`src/rtl/proposal_commit_pkg.sv`:
```
// ---------------------------------------------------------------------------
// proposal_commit_pkg
//   Shared constants, FSM state encoding and LFSR helper functions for the
//   proposal commit stage and anything else that needs the same LFSR.
//   Contents:
//     DEF_*            default sizes for the integer-variable store
//     LFSR_RESET_SEED  value the LFSR takes at reset and replaces a 0 seed
//     LFSR_TAPS        Galois feedback mask (shift right, XOR when LSB=1)
//     ACCEPT_ALWAYS    threshold that bypasses the random comparison
//     state_t          IDLE / DECIDE / WRITE
//     lfsr_next()      one Galois step
//     seed_fix()       maps the forbidden all-zero seed to LFSR_RESET_SEED
// ---------------------------------------------------------------------------
package proposal_commit_pkg;

   localparam int DEF_N_VARS = 4;
   localparam int DEF_VAR_W  = 8;
   localparam int DEF_IDX_W  = 3;
   localparam int DEF_CNT_W  = 16;

   localparam logic [15:0] LFSR_RESET_SEED = 16'hACE1;
   localparam logic [15:0] LFSR_TAPS       = 16'hB400;
   localparam logic [15:0] ACCEPT_ALWAYS   = 16'hFFFF;

   typedef enum logic [1:0] {
      ST_IDLE   = 2'd0,
      ST_DECIDE = 2'd1,
      ST_WRITE  = 2'd2
   } state_t;

   function automatic logic [15:0] lfsr_next(input logic [15:0] cur);
      return cur[0] ? ((cur >> 1) ^ LFSR_TAPS) : (cur >> 1);
   endfunction

   // An all-zero Galois LFSR is stuck forever, so zero is never loaded.
   function automatic logic [15:0] seed_fix(input logic [15:0] s);
      return (s == 16'h0000) ? LFSR_RESET_SEED : s;
   endfunction

endpackage

```
`src/rtl/proposal_commit_lfsr16_galois.sv`:
```
// ---------------------------------------------------------------------------
// lfsr16_galois
//   16-bit Galois LFSR (shift right, XOR LFSR_TAPS when the LSB is 1).
//   Ports:
//     clk, rst_n  clock, asynchronous active-low reset (value -> LFSR_RESET_SEED)
//     load        replace the state with seed (zero seed -> LFSR_RESET_SEED)
//     seed        seed value
//     step        advance one step; when load is also set the step is taken
//                 from the freshly loaded seed, not from the old state
//     value       current register value
// ---------------------------------------------------------------------------
module lfsr16_galois
   import proposal_commit_pkg::*;
(
   input  logic        clk,
   input  logic        rst_n,
   input  logic        load,
   input  logic [15:0] seed,
   input  logic        step,
   output logic [15:0] value
);

   logic [15:0] state_q;
   logic [15:0] base;

   always_comb begin
      base = load ? seed_fix(seed) : state_q;
   end

   always_ff @(posedge clk or negedge rst_n) begin
      if (!rst_n) begin
         state_q <= LFSR_RESET_SEED;
      end else if (load || step) begin
         state_q <= step ? lfsr_next(base) : base;
      end
   end

   assign value = state_q;

endmodule

```
`src/rtl/proposal_commit.sv`:
```
// ---------------------------------------------------------------------------
// proposal_commit
//   Consumer end of the Propose interface. Accepts one proposal (variable
//   index + new value + accept threshold) per handshake, makes a Metropolis
//   accept/reject decision against a 16-bit LFSR sample and, on accept,
//   writes the value into the packed current-assignment register.
//
//   Handshake: a proposal transfers on a rising edge where in_proposal_valid
//   and out_proposal_ready are both 1. out_proposal_ready is registered and
//   is only high in IDLE; valid may be held or dropped freely while ready=0.
//
//   Timing: handshake edge T -> DECIDE cycle -> WRITE cycle (commit pulse,
//   written value and updated counters all visible) -> IDLE, ready again.
//
//   Ports:
//     in_clock, in_reset_n      clock, asynchronous active-low reset
//     in_init_valid/_assignment load the whole assignment (IDLE only)
//     in_seed_load/in_seed      load the LFSR (IDLE only)
//     in_proposal_valid/out_proposal_ready, in_choosen_index,
//     in_proposed_assignment, in_accept_threshold   proposal channel
//     out_current_assignment    registered packed assignment
//     out_commit_valid          one-cycle decision pulse
//     out_commit_accepted       decision, qualified by out_commit_valid
//     out_index_error           index >= N_VARS, qualified by commit_valid
//     out_accept_count/out_reject_count  saturating statistics
//     out_state                 FSM state for debug/observation
// ---------------------------------------------------------------------------
module proposal_commit
   import proposal_commit_pkg::*;
#(
   parameter int N_VARS = DEF_N_VARS,
   parameter int VAR_W  = DEF_VAR_W,
   parameter int IDX_W  = DEF_IDX_W,
   parameter int CNT_W  = DEF_CNT_W
) (
   input  logic                    in_clock,
   input  logic                    in_reset_n,
   input  logic                    in_init_valid,
   input  logic [N_VARS*VAR_W-1:0] in_init_assignment,
   input  logic                    in_seed_load,
   input  logic [15:0]             in_seed,
   input  logic                    in_proposal_valid,
   output logic                    out_proposal_ready,
   input  logic [IDX_W-1:0]        in_choosen_index,
   input  logic [VAR_W-1:0]        in_proposed_assignment,
   input  logic [15:0]             in_accept_threshold,
   output logic [N_VARS*VAR_W-1:0] out_current_assignment,
   output logic                    out_commit_valid,
   output logic                    out_commit_accepted,
   output logic                    out_index_error,
   output logic [CNT_W-1:0]        out_accept_count,
   output logic [CNT_W-1:0]        out_reject_count,
   output logic [1:0]              out_state
);

   localparam logic [31:0] N_VARS_U = 32'(N_VARS);

   state_t             state_q;
   logic               ready_q;
   logic [IDX_W-1:0]   cap_index;
   logic [VAR_W-1:0]   cap_value;
   logic [15:0]        cap_thr;
   logic               commit_valid_q;
   logic               accepted_q;
   logic               index_error_q;
   logic [CNT_W-1:0]   accept_q;
   logic [CNT_W-1:0]   reject_q;
   logic [VAR_W-1:0]   vars_q [N_VARS];

   logic               handshake;
   logic               idle_seed_load;
   logic               idx_ok;
   logic               decide_accept;
   logic [15:0]        lfsr_value;

   // The LFSR is stepped on the handshake edge, so in DECIDE it already
   // holds the sample that belongs to the captured proposal.
   always_comb begin
      handshake      = (state_q == ST_IDLE) && ready_q && in_proposal_valid;
      idle_seed_load = (state_q == ST_IDLE) && in_seed_load;
      idx_ok         = (32'(cap_index) < N_VARS_U);
      decide_accept  = idx_ok &&
                       ((cap_thr == ACCEPT_ALWAYS) || (lfsr_value < cap_thr));
   end

   lfsr16_galois u_lfsr (
      .clk   (in_clock),
      .rst_n (in_reset_n),
      .load  (idle_seed_load),
      .seed  (in_seed),
      .step  (handshake),
      .value (lfsr_value)
   );

   always_ff @(posedge in_clock or negedge in_reset_n) begin
      if (!in_reset_n) begin
         state_q        <= ST_IDLE;
         ready_q        <= 1'b0;
         cap_index      <= '0;
         cap_value      <= '0;
         cap_thr        <= '0;
         commit_valid_q <= 1'b0;
         accepted_q     <= 1'b0;
         index_error_q  <= 1'b0;
         accept_q       <= '0;
         reject_q       <= '0;
         for (int k = 0; k < N_VARS; k++) begin
            vars_q[k] <= '0;
         end
      end else begin
         commit_valid_q <= 1'b0;
         case (state_q)
            ST_IDLE: begin
               ready_q <= 1'b1;
               if (in_init_valid) begin
                  for (int k = 0; k < N_VARS; k++) begin
                     vars_q[k] <= in_init_assignment[k*VAR_W +: VAR_W];
                  end
               end
               if (handshake) begin
                  cap_index <= in_choosen_index;
                  cap_value <= in_proposed_assignment;
                  cap_thr   <= in_accept_threshold;
                  ready_q   <= 1'b0;
                  state_q   <= ST_DECIDE;
               end
            end

            // Decision, write and counter update share one edge so the
            // WRITE cycle shows the pulse and its effects together.
            ST_DECIDE: begin
               ready_q        <= 1'b0;
               commit_valid_q <= 1'b1;
               accepted_q     <= decide_accept;
               index_error_q  <= !idx_ok;
               if (decide_accept) begin
                  for (int k = 0; k < N_VARS; k++) begin
                     if (cap_index == IDX_W'(k)) begin
                        vars_q[k] <= cap_value;
                     end
                  end
                  if (accept_q != '1) begin
                     accept_q <= accept_q + CNT_W'(1);
                  end
               end else begin
                  if (reject_q != '1) begin
                     reject_q <= reject_q + CNT_W'(1);
                  end
               end
               state_q <= ST_WRITE;
            end

            // Raise ready early so it is already high in the IDLE cycle.
            ST_WRITE: begin
               ready_q <= 1'b1;
               state_q <= ST_IDLE;
            end

            default: begin
               ready_q <= 1'b0;
               state_q <= ST_IDLE;
            end
         endcase
      end
   end

   for (genvar g = 0; g < N_VARS; g++) begin : g_pack
      assign out_current_assignment[g*VAR_W +: VAR_W] = vars_q[g];
   end

   assign out_proposal_ready  = ready_q;
   assign out_commit_valid    = commit_valid_q;
   assign out_commit_accepted = accepted_q;
   assign out_index_error     = index_error_q;
   assign out_accept_count    = accept_q;
   assign out_reject_count    = reject_q;
   assign out_state           = state_q;

endmodule

```
`config.mk`:
```
export PLATFORM = sky130hd
export DESIGN_NAME = proposal_commit
export DESIGN_NICKNAME = d
export VERILOG_FILES = /design/src/rtl/proposal_commit_pkg.sv /design/src/rtl/proposal_commit_lfsr16_galois.sv /design/src/rtl/proposal_commit.sv
export SDC_FILE = /design/constraint.sdc
export NUM_CORES = 1
export LEC_CHECK = 0
export BUFFER_PORTS_ARGS = -buffer_cell sky130_fd_sc_hd__buf_2
export CAP_MARGIN = 0
export CORE_MARGIN = 5
export CORE_UTILIZATION = 45
export CTS_BUF_LIST = sky130_fd_sc_hd__clkbuf_4 sky130_fd_sc_hd__clkbuf_8
export DETAILED_ROUTE_END_ITERATION = 8
export HOLD_SLACK_MARGIN = 0.06
export PLACE_DENSITY = 0.7
export SETUP_SLACK_MARGIN = 0.05
export SLEW_MARGIN = 20
export SYNTH_ARGS = -nofsm -noshare
export SYNTH_HDL_FRONTEND = slang
export SYNTH_HIERARCHICAL = 1
export SYNTH_SLANG_ARGS = --single-unit
export TNS_END_PERCENT = 1
```
`constraint.sdc`:
```
create_clock -name in_clock -period 2.47 [get_ports in_clock]
set_input_delay 0.494 -clock in_clock [delete_from_list [all_inputs] [get_ports in_clock]]
set_output_delay 0.494 -clock in_clock [all_outputs]
set_load 0.05 [all_outputs]
```
==> results.yml, run 1 <==
timing:
  period_minus_slack_ns: 2.61
  clock_skew_ns: 0.00806
  setup_violations: 46
  hold_viol: 0
  fin_hold_ws_ns: 0.0568
  maxSlewViolCount: 0
  rsz0062_at_grt: "yes"
  max_freq_mhz: 383
  layout_setup_ws_ns: -0.138
  worstMarginPinSlew_ns: 0.655
  relSlewSlack_pct: 56.2
  period_share_pct: 106
flow_run:
  drv_cap: 0
floorplan:
  design.die.area_um2: 15000
  core_um2: 12500
  initial_utilization_pct: 45.5
  dieHeight_um: 122
  die_width_um: 122
  ioPinCount: 150
  rows: 41
placed_design:
  place.gp.congestion: 0.867
  hpwl_um: 11200
  io_buffer_count: 149
  dp.cells: 868
  dp_slack_ns: -0.307
finish:
  finalNonFillerCells: 900
  nNetsFinal: 814
  multi_input_area_um2: 2950
  syn_to_final_growth_pct: 33.1
  drive_gt1_share_pct: 41.2
  diodes: 0
  nFillCells: 1077
  regArea_um2: 2840
cts:
  cts_buffers: 17
  tritoncts: "yes"
  cts_sinks: 113
  insertion_delay_ns: 0.43
  clockRootBuffer: "clkbuf_8"
  clk_pin_slew_ns: 0.07
  cts_htree_levels: 4
  clk_path_buf_depth: 2
power:
  p_switching_w: 0.00497
  p_leak_nw: 3.80
  seqPwrFrac_pct: 29.3
  comb_power_share_pct: 55.6
  power_density_nw_per_um2: 1430
  internal-power_w: 0.00588
  pwr-share-clk_pct: 15.1
  sw_frac_of_total_pct: 45.8
  ir_drop_mv: 0.947
outcome:
  violations: "negative setup slack"
  status: "finished with violations"
global_route:
  grt_pass1_vias: 4885
  grt_max_degree: 51
  track_usage_pct: 20.6
  grt_antenna_before_repair: 0
  overflow: 0
  grt_pass1_wl_um: 24100
critical_path:
  cp.required_ns: 2.79
  cp-end-kind: "flip-flop"
  cp.arrival_ns: 2.92
  crit_path_cell_trace: "inv_1 > ha_1 > and3_4 > o2111ai_4 > nor4_4 > nor4_4 > buf_4 > buf_8 > nor4b_2 > mux2_1"
  worstSetupPathType: "flip-flop to flip-flop"
  cpMaxStageDelayCell: "nor4_4"
  critPathMaxFanout: 9
  slowest_delay_ns: 0.37
  cpMostUsedCell: "nor4_4"
  start_kind: "flip-flop"
logic_synthesis:
  yosys-top-cells-count: "nand2_1 (111), dfrtp_1 (105), xor2_1 (31), mux2_1 (29)"
  ys.flop_type: "dfrtp_1"
  ys_seq_area_share_pct: 49.8
  ys_top_cells_by_area: "dfrtp_1 (46%), nand2_1 (7.3%), mux2_1 (5.7%)"
  yosys.area.top_type: "dfrtp_1"
  syn_inst: 531
  syn_area_um2: 5690
  syn_area_per_cell_um2: 10.7
  synthArstFlopShare_pct: 100
  synthMostInstantiatedCell: "nand2_1"
  synth_fp_nets: 628
  ys_types: 50
  synth_top_area_share_pct: 46.1
  synth_enable_flop_cells: 0
  ys_seq_elements: 113
  synth_warnings: 6
drt:
  ant_nets: 0
  vias_per_cell: 5.29
  via_count: 4764
  drc: 0
  drt_iter0_markers: 320
  wl_per_cell_um: 16.8
  wirelength_um: 15100
  first_pass_iters: 4
hold_path:
  hold_class: "input port to async pin"
final timing paths:
kind / start / end / slack [ns] / cells after the start
hold reg to reg: cap_value[6] / cap_value[6] / 0.49 / 1
setup reg to reg: cap_thr[7] / out_reject_count[14] / -0.14 / 10
min in group in_clock: in_choosen_index[2] / cap_index[2] / 0.27 / 3
setup / recovery: cap_thr[7] / out_reject_count[14] / -0.14 / 10
hold / removal: in_reset_n / cap_index[0] / 0.06 / 1
max in group asynchronous: in_reset_n / u_lfsr/value[10] / 1.66 / 2
worst max-delay path, delay by kind of cell, from the launching register on:
kind,cells,cell delay [ns]
simple gates,4,0.97
mux,1,0.34
buf+inv,3,0.36
compound gates,1,0.14
flops,1,0.35
fa+ha+maj,1,0.33
cells by family after synthesis:
kind of cell | after synthesis | synth area share, %
adder cells (fa/ha/maj) | 17 | 3.74
multiplexers | 57 | 12.2
flip-flops | 113 | 49.8
XOR/XNOR | 34 | 5.23
buffers and inverters | 43 | 3.21
AO/OA/AOI/OAI | 64 | 8.04
AND/OR/NAND/NOR | 203 | 17.8
what timing repair did:
action / in CTS / in global routing
hold buffers: 0 / 0
pin swaps: 10 / 13
setup buffers: 1 / 1
resized for setup: 22 / 19
endpoints found under the setup margin: 61 / 65
sequential cells by signal, summed over array words and instances, names as in the netlist, 2 cells and up:
| register | flops |
|---|---|
| u_lfsr/value | 16 |
| out_current_assignment | 32 |
| cap_index | 3 |
| cap_thr | 16 |
| cap_value | 8 |
| out_state | 2 |
| out_reject_count | 16 |
| out_accept_count | 16 |
power groups by stage:
stage	Combinational (W)	Clock [W]	Sequential [W]
detailed placement	0.00553	0	0.00320
floorplan	0.00253	0	0.00443
global placement	0.00539	0	0.00316
finish	0.00603	0.00164	0.00318
CTS	0.00580	0.00169	0.00318
global route	0.00647	0.00176	0.00328
metal layers:
| metal | share of wire [%] | global-route usage, % | wire length [um] |
|---|---|---|---|
| met2 | 48 | 33.1 | 7290 |
| met5 | 0 | 0 | 0 |
| met1 | 43 | 27.6 | 6520 |
| met4 | 1.8 | 7.77 | 266 |
| met3 | 6.9 | 4.38 | 1040 |
layout by cell type (no fill, tap or decap), types with 16 or more instances in the layout:
cell	n
mux2_1	22
clkbuf_8	22
buf_4	33
o21ai_1	19
dfrtp_1	105
mux2_2	19
buf_2	148
inv_1	20
ha_1	16
nand2_1	111
xor2_1	31
cell type report:
| class | instances | share of cell area (%) |
|---|---|---|
| Timing Repair Buffer | 188 | 14.8 |
| Inverter | 22 | 1.09 |
| Clock inverter | 6 | 0.726 |
| Sequential cell | 113 | 37.4 |
| Multi-Input combinational cell | 375 | 38.9 |
| Tap cell | 172 | 2.84 |
| Clock buffer | 24 | 4.19 |
through the flow:
step | power, W | area, um^2 | utilization (%) | TNS [ns]
after floorplan | 0.00695 | 5740 | - | -0.0100
after global placement | 0.00854 | 6940 | 55.5 | -3.24
after detailed placement | 0.00873 | 6940 | 55.5 | -9.49
after CTS | 0.0107 | 7450 | 59.5 | -6.24
after global routing | 0.0115 | 7580 | 60.5 | -10.75
final | 0.0108 | 7580 | 60.5 | -3.88
Power figures use the tool's default switching activity.
==> run 2: changes to the inputs <==
==> constraint.sdc (replaced) <==
create_clock -name in_clock -period 2.47 [get_ports in_clock]
set_input_delay 0.6175 -clock in_clock [delete_from_list [all_inputs] [get_ports in_clock]]
set_output_delay 0.6175 -clock in_clock [all_outputs]
set_load 0.05 [all_outputs]
==> results.yml, run 2 (synthesis gave the netlist of run 1 again) <==
global_route:
  grt_antenna_before_repair: 0
  grt_max_degree: 51
  grt_pass1_wl_um: 23400
  grt_pass1_vias: 4788
  track_usage_pct: 19.6
  overflow: 0
timing:
  worstMarginPinSlew_ns: 0.610
  period_minus_slack_ns: 2.65
  rsz0062_at_grt: "yes"
  max_freq_mhz: 377
  maxSlewViolCount: 0
  clock_skew_ns: 0.0132
  period_share_pct: 107
  hold_viol: 0
  layout_setup_ws_ns: -0.183
  setup_violations: 43
  relSlewSlack_pct: 59.3
drt:
  drc: 0
  wl_per_cell_um: 16.3
  first_pass_iters: 5
  wirelength_um: 14600
  vias_per_cell: 5.28
  ant_nets: 0
  drt_iter0_markers: 287
  via_count: 4752
floorplan:
  core_um2: 12500
  ioPinCount: 150
  initial_utilization_pct: 45.5
  design.die.area_um2: 15000
  dieHeight_um: 122
  die_width_um: 122
  rows: 41
finish:
  regArea_um2: 2840
  diodes: 0
  largest_reg_flops: 32
  nFillCells: 1085
  utilization_pct: 60.2
  nNetsFinal: 812
  final_cell_mix: "buf_2 (148), nand2_1 (111), dfrtp_1 (105), buf_4 (33), xor2_1 (30)"
  drive_gt1_share_pct: 40.2
  syn_to_final_growth_pct: 32.3
  final_common_cell: "buf_2"
  multi_input_area_um2: 2890
  finalNonFillerCells: 900
critical_path:
  cp.required_ns: 2.76
  crit_path_cell_trace: "ha_4 > a21o_1 > a21o_1 > a2111o_1 > nor4_4 > buf_4 > o211ai_4 > mux2_1"
  start_kind: "flip-flop"
  cp.arrival_ns: 2.94
  slowest_delay_ns: 0.55
  worstSetupPathType: "flip-flop to flip-flop"
  rr_worst_depth: 8
  crit_buf_inv: 1
  cp-end-kind: "flip-flop"
  r2r_end: "out_current_assignment[25]"
  worstReg2RegStart: "u_lfsr/value[13]"
  path_delay_family: "compound AO/OA/AOI/OAI gates"
  ff2ff_setup_slack_ns: -0.18
  cpMaxStageDelayCell: "dfstp_2"
  critPathMaxFanout: 8
  cpMostUsedCell: "a21o_1"
power:
  pwr-share-clk_pct: 16.9
  power_density_nw_per_um2: 1430
  internal-power_w: 0.00591
  p_switching_w: 0.00486
  seqPwrFrac_pct: 29.5
  ir_drop_mv: 0.854
  sw_frac_of_total_pct: 45.1
  comb_power_share_pct: 53.6
  p_leak_nw: 3.79
cts:
  cts_buffers: 17
  cts-hold-fix-buffers: 0
  insertion_delay_ns: 0.41
  clk_path_buf_depth: 2
  clockRootBuffer: "clkbuf_8"
  cts_sinks: 113
  cts_htree_levels: 4
  clk_pin_slew_ns: 0.07
  tritoncts: "yes"
hold_path:
  hold_class: "input port to async pin"
placed_design:
  hpwl_um: 10900
  dp.cells: 866
  place.gp.congestion: 0.858
  io_buffer_count: 149
outcome:
  violations: "negative setup slack"
  status: "finished with violations"
flow_run:
  drv_cap: 0
## run 2: changes by cell type in the layout (fill, tap and decap cells not counted), moves of 2 or more
cell / change
buf_8: -2
bufinv_16: +2
clkbuf_8: -3
clkinv_4: +2
nor4_4: -2
nor4b_1: +2
nor4b_2: -2
## run 2: final cells by class
type                            count  area share (%)
Sequential cell                   113            37.7
Clock buffer                       22            3.77
Timing Repair Buffer              186            14.4
Inverter                           22            1.10
Tap cell                          172            2.86
Multi-Input combinational cell    375            38.4
Clock inverter                     10            1.79
## run 2: metrics by stage
stage	power, W	setup WS [ns]	hold WS (ns)	area, um^2	setup TNS (ns)
after floorplan	0.00695	-0.00200	0.322	5740	-0.0100
after global placement	0.00853	-0.139	0.465	6940	-3.39
after detailed placement	0.00869	-0.303	0.476	6940	-8.56
after CTS	0.0106	-0.132	0.211	7440	-3.21
after global routing	0.0114	-0.268	0.225	7530	-9.38
final	0.0108	-0.183	0.211	7530	-5.40
## run 2: how the worst max path moves through the flow
stage,slack [ns],end,from,cells after the start
5_1_grt,-0.27,out_current_assignment[26],u_lfsr/value[13],8
3_5_place_dp,-0.30,out_current_assignment[1],cap_thr[14],8
2_1_floorplan,-0.002,out_current_assignment[0],u_lfsr/value[13],8
4_1_cts,-0.13,out_current_assignment[30],u_lfsr/value[13],8
3_3_place_gp,-0.14,out_current_assignment[5],cap_thr[15],8
6_report,-0.18,out_current_assignment[25],u_lfsr/value[13],8
## run 2: worst register-to-register path: stages, from the launching register on
cell and delay, ns:
dfstp_2 0.55, ha_4 0.20, a21o_1 0.15, a21o_1 0.17, a2111o_1 0.43, nor4_4 0.29
buf_4 0.21, o211ai_4 0.17, mux2_1 0.37
## run 2: power by group through the flow
| stage | registers, W | logic (W) | clock network (W) |
|---|---|---|---|
| detailed placement | 0.00320 | 0.00549 | 0 |
| floorplan | 0.00443 | 0.00253 | 0 |
| finish | 0.00318 | 0.00577 | 0.00182 |
| global route | 0.00328 | 0.00620 | 0.00195 |
| global placement | 0.00316 | 0.00537 | 0 |
| CTS | 0.00318 | 0.00562 | 0.00186 |
## run 2: what timing repair did
| item | CTS | global route |
|---|---|---|
| resized for setup | 12 | 15 |
| pin swaps | 8 | 8 |
| endpoints found under the setup margin | 55 | 64 |
| gates cloned | 0 | 0 |
| buffers inserted | 0 | 2 |
## run 2: metal layers
| metal | wire length (um) | share of wire (%) | GRT usage [%] |
|---|---|---|---|
| met1 | 6530 | 45 | 26.7 |
| met2 | 7010 | 48 | 31.6 |
| met3 | 976 | 6.7 | 4.88 |
| met4 | 111 | 0.76 | 4.90 |
| met5 | 0 | 0 | 0 |
